==> src/rtl/stream_prefix_xor_decoder_if.sv <==
// Stream bus for the prefix-XOR decoder.
// master = the side that offers encoded beats and consumes decoded beats.
// slave  = the decoder itself.
interface stream_prefix_xor_decoder_if #(
    parameter int p_WIDTH     = 8,
    parameter int p_MAX_BEATS = 16
);
    localparam int CW = $clog2(p_MAX_BEATS + 1);

    logic [p_WIDTH-1:0] iwv_data;
    logic               iw_valid;
    logic               iw_last;
    logic               iw_ready;
    logic [p_WIDTH-1:0] owv_data;
    logic               ow_valid;
    logic               ow_last;
    logic               iw_out_ready;
    logic [CW-1:0]      owv_beat_count;
    logic               ow_overlength;

    modport slave (
        input  iwv_data, iw_valid, iw_last, iw_out_ready,
        output iw_ready, owv_data, ow_valid, ow_last, owv_beat_count, ow_overlength
    );

    modport master (
        output iwv_data, iw_valid, iw_last, iw_out_ready,
        input  iw_ready, owv_data, ow_valid, ow_last, owv_beat_count, ow_overlength
    );
endinterface

==> src/rtl/stream_prefix_xor_decoder.sv <==
// Streaming decoder that inverts a prefix XOR running across the beats of a
// packet. There is one output register with a skid-free ready: a new beat is
// accepted whenever the output slot is empty or is draining this cycle.
module stream_prefix_xor_decoder #(
    parameter int p_WIDTH     = 8,
    parameter int p_MAX_BEATS = 16
) (
    input  logic i_clk,
    input  logic i_reset,
    stream_prefix_xor_decoder_if.slave bus
);
    localparam int            CW   = $clog2(p_MAX_BEATS + 1);
    localparam logic [CW-1:0] MAXC = CW'(p_MAX_BEATS);

    typedef enum logic {IDLE, IN_PKT} state_t;

    state_t             state_q, state_d;
    logic               carry_q, carry_d;
    logic [CW-1:0]      cnt_q, cnt_d;
    logic               ovl_q, ovl_d;
    logic [p_WIDTH-1:0] data_q, data_d;
    logic               valid_q, valid_d;
    logic               last_q, last_d;

    logic               ready;
    logic               accept;
    logic               cin;
    logic [p_WIDTH-1:0] decoded;

    assign ready  = !valid_q || bus.iw_out_ready;
    assign accept = bus.iw_valid && ready;

    // The carry only applies inside a packet; the first beat always sees 0.
    assign cin     = (state_q == IN_PKT) && carry_q;
    assign decoded = bus.iwv_data ^ {bus.iwv_data[p_WIDTH-2:0], cin};

    // State register; reset drops any held beat and the packet context.
    always_ff @(posedge i_clk) begin
        if (i_reset) begin
            state_q <= IDLE;
            carry_q <= 1'b0;
            cnt_q   <= '0;
            ovl_q   <= 1'b0;
            data_q  <= '0;
            valid_q <= 1'b0;
            last_q  <= 1'b0;
        end else begin
            state_q <= state_d;
            carry_q <= carry_d;
            cnt_q   <= cnt_d;
            ovl_q   <= ovl_d;
            data_q  <= data_d;
            valid_q <= valid_d;
            last_q  <= last_d;
        end
    end

    // Next-state: output slot refill/hold, packet tracking, beat count and overflow flag.
    always_comb begin
        state_d = state_q;
        carry_d = carry_q;
        cnt_d   = cnt_q;
        ovl_d   = ovl_q;
        data_d  = data_q;
        valid_d = valid_q;
        last_d  = last_q;

        // Output slot only changes when it is free or being drained.
        if (ready) begin
            valid_d = accept;
            if (accept) begin
                data_d = decoded;
                last_d = bus.iw_last;
            end
        end

        if (accept) begin
            if (cnt_q == MAXC) ovl_d = 1'b1;
            if (bus.iw_last) begin
                state_d = IDLE;
                carry_d = 1'b0;
                cnt_d   = '0;
            end else begin
                state_d = IN_PKT;
                carry_d = bus.iwv_data[p_WIDTH-1];
                if (cnt_q != MAXC) cnt_d = cnt_q + CW'(1);
            end
        end
    end

    assign bus.iw_ready       = ready;
    assign bus.owv_data       = data_q;
    assign bus.ow_valid       = valid_q;
    assign bus.ow_last        = last_q;
    assign bus.owv_beat_count = cnt_q;
    assign bus.ow_overlength  = ovl_q;
endmodule

==> src/flat_wrapper.sv <==
// flat-port wrapper written by rule: the top's interface ports become plain ports
module stream_prefix_xor_decoder_flat 
#(
    parameter int p_WIDTH     = 8,
    parameter int p_MAX_BEATS = 16
)
  (i_clk, i_reset, bus_iwv_data, bus_iw_valid, bus_iw_last, bus_iw_out_ready, bus_iw_ready, bus_owv_data, bus_ow_valid, bus_ow_last, bus_owv_beat_count, bus_ow_overlength);
  stream_prefix_xor_decoder_if #(.p_WIDTH(p_WIDTH), .p_MAX_BEATS(p_MAX_BEATS)) bus_i ();
  input  logic i_clk;
  input  logic i_reset;
  input wire logic [$bits(bus_i.iwv_data)-1:0] bus_iwv_data;
  input wire logic [$bits(bus_i.iw_valid)-1:0] bus_iw_valid;
  input wire logic [$bits(bus_i.iw_last)-1:0] bus_iw_last;
  input wire logic [$bits(bus_i.iw_out_ready)-1:0] bus_iw_out_ready;
  output wire logic [$bits(bus_i.iw_ready)-1:0] bus_iw_ready;
  output wire logic [$bits(bus_i.owv_data)-1:0] bus_owv_data;
  output wire logic [$bits(bus_i.ow_valid)-1:0] bus_ow_valid;
  output wire logic [$bits(bus_i.ow_last)-1:0] bus_ow_last;
  output wire logic [$bits(bus_i.owv_beat_count)-1:0] bus_owv_beat_count;
  output wire logic [$bits(bus_i.ow_overlength)-1:0] bus_ow_overlength;
  assign bus_i.iwv_data = bus_iwv_data;
  assign bus_i.iw_valid = bus_iw_valid;
  assign bus_i.iw_last = bus_iw_last;
  assign bus_i.iw_out_ready = bus_iw_out_ready;
  assign bus_iw_ready = bus_i.iw_ready;
  assign bus_owv_data = bus_i.owv_data;
  assign bus_ow_valid = bus_i.ow_valid;
  assign bus_ow_last = bus_i.ow_last;
  assign bus_owv_beat_count = bus_i.owv_beat_count;
  assign bus_ow_overlength = bus_i.ow_overlength;
  stream_prefix_xor_decoder #(.p_WIDTH(p_WIDTH), .p_MAX_BEATS(p_MAX_BEATS)) u_core (.i_clk(i_clk), .i_reset(i_reset), .bus(bus_i));
endmodule
==> config.mk <==
export PLATFORM = sky130hd
export DESIGN_NAME = stream_prefix_xor_decoder_flat
export DESIGN_NICKNAME = d
export VERILOG_FILES = /design/src/rtl/stream_prefix_xor_decoder_if.sv /design/src/rtl/stream_prefix_xor_decoder.sv /design/src/flat_wrapper.sv
export SDC_FILE = /design/constraint.sdc
export NUM_CORES = 1
export LEC_CHECK = 0
export BUFFER_PORTS_ARGS = -buffer_cell sky130_fd_sc_hd__buf_2
export CORE_MARGIN = 4
export CORE_UTILIZATION = 40
export CTS_BUF_LIST = sky130_fd_sc_hd__clkbuf_2
export CTS_CLUSTER_DIAMETER = 120
export DETAILED_ROUTE_END_ITERATION = 8
export PLACE_DENSITY = 0.73
export SLEW_MARGIN = 20
export SYNTH_ARGS = -nofsm -noshare
export SYNTH_HDL_FRONTEND = slang
export SYNTH_SLANG_ARGS = --single-unit
==> constraint.sdc <==
create_clock -name i_clk -period 1.6 [get_ports i_clk]
set_input_delay 0.32 -clock i_clk [delete_from_list [all_inputs] [get_ports i_clk]]
set_output_delay 0.32 -clock i_clk [all_outputs]
set_load 0.05 [all_outputs]
==> metrics.yaml <==
drt:
  routed-wl-met3_um: 180
  route.met2.wl_um: 881
  wl_met1_um: 898
  wl_um: 1970
  top_layer: "met4"
  drc: 0
  firstDrtPassIters: 4
  vias: 821
  first_iter_violations: 12
  vias_per_cell: 5.30
  antenna_left: 0
  wl_per_cell_um: 12.7
synthesis:
  ys_warn_count: 0
  synth_seq_cells: 18
  postSynthCellCount: 98
  synth_nets: 113
  yosys.area.top_type_share_pct: 42.0
  ys_types: 27
  avgSynthCellArea_um2: 8.75
  syn_area_um2: 857
  synth_area_leaders: "dfxtp_1, a21oi_1, xnor2_1"
  synth_top_area_cell: "dfxtp_1"
  ys_seq_area_share_pct: 42.0
cts:
  cts_max_path_buffers: 2
  cts_tree: "yes"
  clkTransAtPathRegs_ns: 0.17
  numCtsBuffers: 3
  root_buffer: "clkbuf_2"
  clk_latency_ns: 0.29
  hold_buffers: 0
  cts_htree_levels: 1
  clock_sinks: 18
power_and_ir_drop:
  power_density_nw_per_um2: 850
  leakagePower_nw: 0.440
  peakVddDrop_uv: 424
cells_and_area:
  stdcell_count: 155
  diodes: 0
  drive_gt1_share_pct: 32.8
  final_util_pct: 53.2
  syn_to_final_growth_pct: 24.2
  final_nets: 144
sta:
  hold_violations: 0
  tns_ns: 0
  rsz0062_at_grt: "false"
  tightest_slew_ns: 0.529
  fmax_mhz: 668
  fin_skew_ns: 0.00516
  finalCritPeriodShare_pct: 93.6
  finalSetupViolCount: 0
  slew_violations: 0
  min_period_ns: 1.50
  relSlewSlack_pct: 64.6
  hold_slack_ns: 0.324
setup_path:
  cp-end-kind: "output port"
  cp.required_ns: 1.28
  start_kind: "register"
  crit_fanout: 8
  crit_chain: "nor2b_2 -> inv_2 -> clkbuf_4"
  max_stage_delay_ns: 0.35
  criticalPathCategory: "reg2out"
  slowest_stage: "dfxtp_2"
  arrival_ns: 1.18
floorplanning:
  dieArea_um2: 2950
  dieHeight_um: 54.3
  initial_core_util_pct: 42.8
  io_pins: 30
  core_area_um2: 2000
  rows: 16
  die_w_um: 54.3
global_routing:
  overflow: 0
  antenna_found_initial: 0
  grt_max_degree: 19
  grt_pass1_wl_um: 3200
  grt_pass1_vias: 743
  track_usage_pct: 15.0
run:
  maxCapViolCount: 0
placement:
  numPortBuffers: 29
  dp_hpwl_um: 1450
  gp_congestion: 0.694
  place_inst: 151
hold_path:
  hold_path.class: "in2reg"
status:
  status: "completed"
-- where the power goes --
part           internal (mW)  switching, mW  leakage (nW)
sequential             0.474         0.0142         0.149
clock                 0.0543          0.138        0.0140
combinational         0.0690          0.156         0.277
total                  0.598          0.308         0.440
-- worst paths after layout --
check / start / to / slack (ns) / depth (start not counted)
setup / recovery: u_core.bus.ow_valid$_SDFFE_PP0N_ / bus_iw_ready / 0.10 / 3
hold / removal: bus_iwv_data[4] / u_core.bus.owv_data[5]$_SDFFE_PP0P_ / 0.32 / 3
setup reg to reg: u_core.bus.ow_valid$_SDFFE_PP0N_ / u_core.bus.owv_beat_count[3]$_SDFFE_PP0P_ / 0.21 / 4
hold reg to reg: u_core.bus.ow_last$_SDFFE_PP0P_ / u_core.bus.ow_last$_SDFFE_PP0P_ / 0.49 / 2
-- layout by cell type (no fill, tap or decap), types with 2 or more instances in the layout --
cell type and n:
buf_2 28, dfxtp_1 15, a21oi_1 13, a211oi_1 8, xnor2_1 7, o21ai_1 7
nor2_1 5, a31oi_1 4, buf_4 4, nand3_1 3, nand4_1 3, or3_1 3
clkbuf_2 3, dfxtp_2 3, inv_1 2, inv_2 2, nand3b_1 2, or4b_1 2
ha_1 2
-- sequential cells by signal, indices dropped and copies added, names as in the netlist --
| register | flops |
|---|---|
| u_core.bus.owv_data | 8 |
| u_core.bus.owv_beat_count | 5 |
| u_core.bus.ow_last | 1 |
| u_core.bus.ow_overlength | 1 |
| u_core.bus.ow_valid | 1 |
| u_core.carry_q | 1 |
| u_core.state_q | 1 |
-- critical path, delay by kind of cell (launching register included) --
family | cells | cell delay (ns)
DFF | 1 | 0.35
buffers and inverters | 2 | 0.38
and+or+nand+nor | 1 | 0.15
-- stage by stage --
stage               power (mW)  area (um^2)  worst slack [ns]
floorplan                0.659          861            0.0798
global placement         0.719         1040             0.255
detailed placement       0.723         1040             0.208
CTS                      0.914         1060            0.0595
global route             0.955         1060           0.00674
finish                   0.905         1060             0.103
-- cell usage after synthesis --
library cell   n
a211oi_1       8
a21oi_1       13
a31oi_1        4
buf_1          1
buf_2          2
clkbuf_1       4
dfxtp_1       18
ha_1           2
inv_1          2
inv_2          2
nand2_1        1
nand3_1        3
nand3b_1       2
nand4_1        3
nand4b_1       1
nand4bb_1      1
nor2_1         5
nor2b_1        2
nor3_1         1
nor3b_1        1
o21ai_1        7
o21ba_1        1
o31ai_1        1
or3_1          3
or4b_1         2
xnor2_1        7
xor2_1         1
-- cell families (layout without fill, tap and decap cells) --
group | Yosys count | after routing | synth area share, %
AOI/OAI and AO/OA | 34 | 34 | 23.6
and+or+nand+nor | 25 | 25 | 18.1
DFF | 18 | 18 | 42.0
buffers and inverters | 11 | 41 | 5.11
xor gates and xnor gates | 8 | 8 | 8.18
adders and majority gates | 2 | 2 | 2.92
-- metal layers --
layer	track usage, %	up-vias
li1	-	422
met1	19.9	365
met2	23.9	32
met3	2.45	2
met4	6.22	0
met5	0	-
-- area by class of cell --
class | instances | area (um^2)
Clock buffer | 3 | 15.0
Clock inverter | 1 | 3.75
Fill cell | 197 | 937
Inverter | 4 | 15.0
Multi-Input combinational cell | 69 | 455
Sequential cell | 18 | 364
Tap cell | 27 | 33.8
Timing Repair Buffer | 33 | 178
-- timing repair --
item	CTS	global route
setup buffers	0	0
resized for setup	0	2
setup endpoints to repair	0	1
Power figures use the tool's default switching activity.
